## src/rtl/demux_stream_1ton_if.sv

```systemverilog
// Stream bundle for the 1-to-NUM_CH demultiplexer: the producer handshake, per-channel
// consumer handshakes and drop-error status.
interface demux_stream_1ton_if #(
    parameter int DATA_W = 8,
    parameter int NUM_CH = 8,
    parameter int SEL_W  = 3,
    parameter int CNT_W  = 8
);
    logic                     s_valid;
    logic                     s_ready;
    logic [DATA_W-1:0]        s_data;
    logic [SEL_W-1:0]         s_sel;
    logic                     s_bcast;
    logic [NUM_CH-1:0]        m_valid;
    logic [NUM_CH-1:0]        m_ready;
    logic [NUM_CH*DATA_W-1:0] m_data;
    logic                     err;
    logic [CNT_W-1:0]         err_cnt;

    modport slave (
        input  s_valid, s_data, s_sel, s_bcast, m_ready,
        output s_ready, m_valid, m_data, err, err_cnt
    );

    modport master (
        output s_valid, s_data, s_sel, s_bcast, m_ready,
        input  s_ready, m_valid, m_data, err, err_cnt
    );
endinterface

```

## src/rtl/demux_stream_1ton.sv

```systemverilog
// Registered 1-to-NUM_CH stream demultiplexer with one-entry buffer per channel,
// broadcast mode and saturating count of words dropped for an out-of-range select.
module demux_stream_1ton #(
    parameter int DATA_W = 8,
    parameter int NUM_CH = 8,
    parameter int SEL_W  = 3,
    parameter int CNT_W  = 8
) (
    input logic                clk,
    input logic                rst_n,
    demux_stream_1ton_if.slave bus
);
    logic [NUM_CH-1:0]        m_valid_q, m_valid_d;
    logic [NUM_CH*DATA_W-1:0] m_data_q, m_data_d;
    logic                     err_q, err_d;
    logic [CNT_W-1:0]         err_cnt_q, err_cnt_d;

    logic [NUM_CH-1:0]        free;
    logic [NUM_CH-1:0]        uni_hit;
    logic [NUM_CH-1:0]        load;
    logic                     in_range;
    logic                     s_ready;
    logic                     accept;
    logic                     drop;

    // A select matching no channel is out of range; such words are always accepted and dropped.
    always_comb begin
        free    = ~m_valid_q | bus.m_ready;
        uni_hit = '0;
        for (int i = 0; i < NUM_CH; i++) begin
            uni_hit[i] = (bus.s_sel == SEL_W'(i));
        end
        in_range = |uni_hit;

        if (bus.s_bcast) begin
            s_ready = &free;
        end else if (in_range) begin
            s_ready = |(free & uni_hit);
        end else begin
            s_ready = 1'b1;
        end

        accept = bus.s_valid & s_ready;
        drop   = accept & ~bus.s_bcast & ~in_range;
        if (!accept) begin
            load = '0;
        end else if (bus.s_bcast) begin
            load = {NUM_CH{1'b1}};
        end else begin
            load = uni_hit;
        end
    end

    // A load wins over a simultaneous drain, keeping one word per cycle per channel.
    always_comb begin
        m_valid_d = m_valid_q;
        m_data_d  = m_data_q;
        for (int i = 0; i < NUM_CH; i++) begin
            if (load[i]) begin
                m_valid_d[i]                  = 1'b1;
                m_data_d[i*DATA_W +: DATA_W]  = bus.s_data;
            end else if (m_valid_q[i] && bus.m_ready[i]) begin
                m_valid_d[i] = 1'b0;
            end
        end

        err_d     = drop;
        err_cnt_d = err_cnt_q;
        if (drop && (err_cnt_q != {CNT_W{1'b1}})) begin
            err_cnt_d = err_cnt_q + CNT_W'(1);
        end
    end

    always_ff @(posedge clk or negedge rst_n) begin
        if (!rst_n) begin
            m_valid_q <= '0;
            m_data_q  <= '0;
            err_q     <= 1'b0;
            err_cnt_q <= '0;
        end else begin
            m_valid_q <= m_valid_d;
            m_data_q  <= m_data_d;
            err_q     <= err_d;
            err_cnt_q <= err_cnt_d;
        end
    end

    assign bus.s_ready = s_ready;
    assign bus.m_valid = m_valid_q;
    assign bus.m_data  = m_data_q;
    assign bus.err     = err_q;
    assign bus.err_cnt = err_cnt_q;
endmodule

```

## src/flat_wrapper.sv

```systemverilog
// flat-port wrapper written by rule: the top's interface ports become plain ports
module demux_stream_1ton_flat 
#(
    parameter int DATA_W = 8,
    parameter int NUM_CH = 8,
    parameter int SEL_W  = 3,
    parameter int CNT_W  = 8
)
  (clk, rst_n, bus_s_valid, bus_s_data, bus_s_sel, bus_s_bcast, bus_m_ready, bus_s_ready, bus_m_valid, bus_m_data, bus_err, bus_err_cnt);
  demux_stream_1ton_if #(.DATA_W(DATA_W), .NUM_CH(NUM_CH), .SEL_W(SEL_W), .CNT_W(CNT_W)) bus_i ();
  input logic clk;
  input logic rst_n;
  input wire logic [$bits(bus_i.s_valid)-1:0] bus_s_valid;
  input wire logic [$bits(bus_i.s_data)-1:0] bus_s_data;
  input wire logic [$bits(bus_i.s_sel)-1:0] bus_s_sel;
  input wire logic [$bits(bus_i.s_bcast)-1:0] bus_s_bcast;
  input wire logic [$bits(bus_i.m_ready)-1:0] bus_m_ready;
  output wire logic [$bits(bus_i.s_ready)-1:0] bus_s_ready;
  output wire logic [$bits(bus_i.m_valid)-1:0] bus_m_valid;
  output wire logic [$bits(bus_i.m_data)-1:0] bus_m_data;
  output wire logic [$bits(bus_i.err)-1:0] bus_err;
  output wire logic [$bits(bus_i.err_cnt)-1:0] bus_err_cnt;
  assign bus_i.s_valid = bus_s_valid;
  assign bus_i.s_data = bus_s_data;
  assign bus_i.s_sel = bus_s_sel;
  assign bus_i.s_bcast = bus_s_bcast;
  assign bus_i.m_ready = bus_m_ready;
  assign bus_s_ready = bus_i.s_ready;
  assign bus_m_valid = bus_i.m_valid;
  assign bus_m_data = bus_i.m_data;
  assign bus_err = bus_i.err;
  assign bus_err_cnt = bus_i.err_cnt;
  demux_stream_1ton #(.DATA_W(DATA_W), .NUM_CH(NUM_CH), .SEL_W(SEL_W), .CNT_W(CNT_W)) u_core (.clk(clk), .rst_n(rst_n), .bus(bus_i));
endmodule
```

## config.mk

```make
export PLATFORM = sky130hd
export DESIGN_NAME = demux_stream_1ton_flat
export DESIGN_NICKNAME = d
export VERILOG_FILES = /design/src/rtl/demux_stream_1ton_if.sv /design/src/rtl/demux_stream_1ton.sv /design/src/flat_wrapper.sv
export SDC_FILE = /design/constraint.sdc
export NUM_CORES = 1
export LEC_CHECK = 0
export CAP_MARGIN = 20
export CORE_MARGIN = 2
export CORE_UTILIZATION = 30
export DETAILED_ROUTE_END_ITERATION = 16
export DONT_BUFFER_PORTS = 1
export GPL_ROUTABILITY_DRIVEN = 0
export PLACE_DENSITY = 0.54
export SLEW_MARGIN = 10
export SYNTH_ARGS = -nofsm -noshare
export SYNTH_HDL_FRONTEND = slang
export SYNTH_SLANG_ARGS = --single-unit
```

## constraint.sdc

```tcl
create_clock -name clk -period 2.05 [get_ports clk]
set_input_delay 0.3075 -clock clk [delete_from_list [all_inputs] [get_ports clk]]
set_output_delay 0.3075 -clock clk [all_outputs]
set_load 0.02 [all_outputs]
```

==> flow_summary.yaml <==
run_status:
  outcome: "complete, but fails checks"
  violations: "negative hold slack, negative setup slack"
timing:
  post-route-period-util: 1.00
  rsz0062_at_grt: "true"
  fmax_mhz: 488
  skew_ns: 0.0103
  slew_viol_final: 0
  slew_headroom: 0.616
  hold_violations: 81
  worst_slew_pin_slew_ns: 0.570
  finalCriticalPeriod_ns: 2.05
  setup_violations: 1
  hold_ws_ns: -0.356
  setup_slack_ns: -0.000308
routing:
  wl_mm: 8.39
  routed_via_density: 4.87
  num_vias: 1927
  dr.max_layer_used: "met4"
  drt_iter0_drc: 65
  wl_per_cell_um: 21.2
  dr.pass1.iters: 4
  met1_length_mm: 3.60
  dr_wl_met2_mm: 3.88
  met3_length_um: 780
  drcViolationCount: 0
  detail-route-antenna-nets: 0
synthesis:
  synth_fa_ha_area_frac: 0
  synth-seq-area-share: 0.608
  synth_compound_area_frac: 0.0919
  synth_mux_area_frac: 0.216
  synth_seq_cells: 81
  syn_inst: 221
  synth_top_family_by_area: "multiplexers"
  syn-num-nets: 244
  synthXorXnorAreaFrac: 0
  synthDistinctLibCells: 34
  yosys.area_share.simple: 0.0522
  yosys_warnings: 0
  synth_area_per_cell_um2: 15.1
  synth_area_um2: 3330
worst_setup_path:
  critPathRequiredTime_ns: 2.28
  critPathMaxStageDelay_ns: 0.43
  worstReg2RegEnd: "u_core.bus.m_data[63]"
  r2r_start: "u_core.bus.m_valid[7]"
  worst_ep_arrival_time_ns: 2.28
  rrSetupSlack_ns: -0.0003
  slowest_stage: "dfrtp_2"
  crit_chain: "nand2b_4 -> buf_6 -> a22oi_2 -> nor3b_4 -> buf_12 -> buf_4 -> a211o_1 -> buf_12 -> mux2_1"
  cpMostUsedCell: "buf_12"
  cp_max_fo: 9
  worstSetupEndpointType: "register"
  crit_type: "reg -> reg"
  ff2ff_path_depth: 9
  crit_path_start_kind: "register"
cells_and_area:
  utilization: 0.393
  fillers: 1030
  diodes: 0
  mostFrequentLayoutCells: "dfrtp_1 (78), mux2_4 (40), mux2_2 (22), buf_4 (20), clkbuf_8 (11)"
  drive_gt1_frac: 0.555
  ff_latch_area_um2: 2030
  nNetsFinal: 274
  layout.cells.non_filler: 396
  multi_input_area_um2: 1450
  mostFrequentLayoutCell: "dfrtp_1"
  syn_to_final_growth_pct: 27.7
global_routing:
  antenna_found_initial: 0
  grt_first_pass_wirelength_mm: 12.0
  grtUsageTotal: 0.140
  grt_max_degree: 82
  grt_remaining_overflow: 0
  grt_pass1_vias: 2012
cts:
  clock_latency_ns: 0.35
  clockBufferDepth: 2
  cts_sinks: 81
  cts_tree: "yes"
  path_clk_slew_ns: 0.09
  cts_buffers: 9
  htreeDepth: 3
  cts_root_buffer: "clkbuf_8"
pwr:
  p_leak_nw: 1.87
  ir_drop_mv: 0.408
  power_density_nw_per_um2: 1220
die:
  core_area_um2: 10800
  die_h_um: 109
  die_w_um: 109
  num_rows: 38
  ios: 105
  die_area_um2: 12000
  initial_core_util: 0.308
flow_run:
  maxCapViolations: 0
placement:
  placed_cells: 368
  io_buffers: 0
  hpwl_mm: 5.45
min_path:
  hold_path_class: "in -> async"
## cell type report
type                            instances  share of cell area
Clock buffer                           12              0.0364
Clock inverter                          4              0.0115
Inverter                                1            0.000882
Multi-Input combinational cell        122               0.341
Sequential cell                        81               0.477
Tap cell                              140              0.0412
Timing Repair Buffer                   36              0.0920
## metal layers
metal / track usage / vias to the layer above
met3: 0.0605 / 12
met2: 0.214 / 64
met1: 0.175 / 1013
met4: 0.0515 / 0
li1: - / 838
met5: 0 / -
## how the worst max path moves through the flow
stage / from / end / slack [ns] / cells after the start
after global placement: u_core.bus.m_valid[7] / u_core.bus.m_data[51] / 0.00008 / 6
final: u_core.bus.m_valid[7] / u_core.bus.m_data[63] / -0.0003 / 9
after CTS: u_core.bus.m_valid[3] / bus_s_ready / -0.02 / 6
after detailed placement: u_core.bus.m_valid[2] / u_core.bus.m_data[53] / -0.01 / 6
after global routing: u_core.bus.m_valid[3] / bus_s_ready / -0.07 / 6
after floorplan: u_core.bus.m_valid[7] / u_core.bus.m_data[24] / -0.03 / 6
## report_power, final
part	internal, mW	switching [mW]
combinational	0.683	0.332
sequential	2.05	0.906
clock	0.631	0.589
total	3.36	1.83
## timing repair
item / 4_1_cts / 5_1_grt
endpoints found under the setup margin: 17 / 65
endpoints found under the hold margin: 81 / 81
setup buffers: 8 / 4
resized for setup: 18 / 45
pin swaps: 7 / 12
## through the flow
| step | setup slack (ns) | total power [mW] | TNS (ns) | hold WS (ns) | instance area [um^2] |
|---|---|---|---|---|---|
| 6_report | -0.000308 | 5.19 | -0.000308 | -0.356 | 4260 |
| 3_5_place_dp | -0.0108 | 3.75 | -0.0291 | 0.0145 | 3690 |
| 4_1_cts | -0.0249 | 5.07 | -0.148 | -0.372 | 4060 |
| 5_1_grt | -0.0694 | 5.44 | -2.30 | -0.390 | 4260 |
| 2_1_floorplan | -0.0297 | 3.46 | -0.781 | 0.0119 | 3360 |
| 3_3_place_gp | 0.0000777 | 3.73 | 0 | 0.0143 | 3690 |
## registers in the layout, indices dropped and copies added, names as in the netlist
| name | cells |
|---|---|
| u_core.bus.err | 1 |
| u_core.bus.m_data | 64 |
| u_core.bus.m_valid | 8 |
| u_core.bus.err_cnt | 8 |
## cell families after synthesis
kind of cell / Yosys count
buffers and inverters: 18
and+or+nand+nor: 29
AOI/OAI and AO/OA: 28
other: 1
DFF: 81
muxes: 64
## critical path: cells and delay by family (launching register included)
kind | cells | cell delay [ns]
compound gates | 2 | 0.39
buf+inv | 4 | 0.55
mux | 1 | 0.30
simple gates | 2 | 0.26
flops | 1 | 0.43
## cell usage after synthesis (all sizes together)
cell type,count,share of area
o21bai,1,0.0023
dfrtp,81,0.61
o31a,1,0.0053
and3,1,0.0019
o32ai,1,0.0026
o31ai,6,0.014
mux2,64,0.22
buf,7,0.018
nor2b,3,0.0079
nor3b,3,0.0068
a211o,1,0.0026
inv,1,0.0011
nand2,7,0.0079
a211oi,7,0.042
nand3b,1,0.0023
conb,1,0.0011
a32o,1,0.0030
o21ai,6,0.0090
o2111ai,1,0.0045
and2,1,0.0019
nand2b,7,0.015
a31o,1,0.0026
nor2,1,0.0011
clkbuf,10,0.011
nor3,2,0.0030
or2,1,0.0019
nand3,2,0.0030
a21o,1,0.0023
a22oi,1,0.0023
Note: power is estimated with default switching activity, not from simulation.
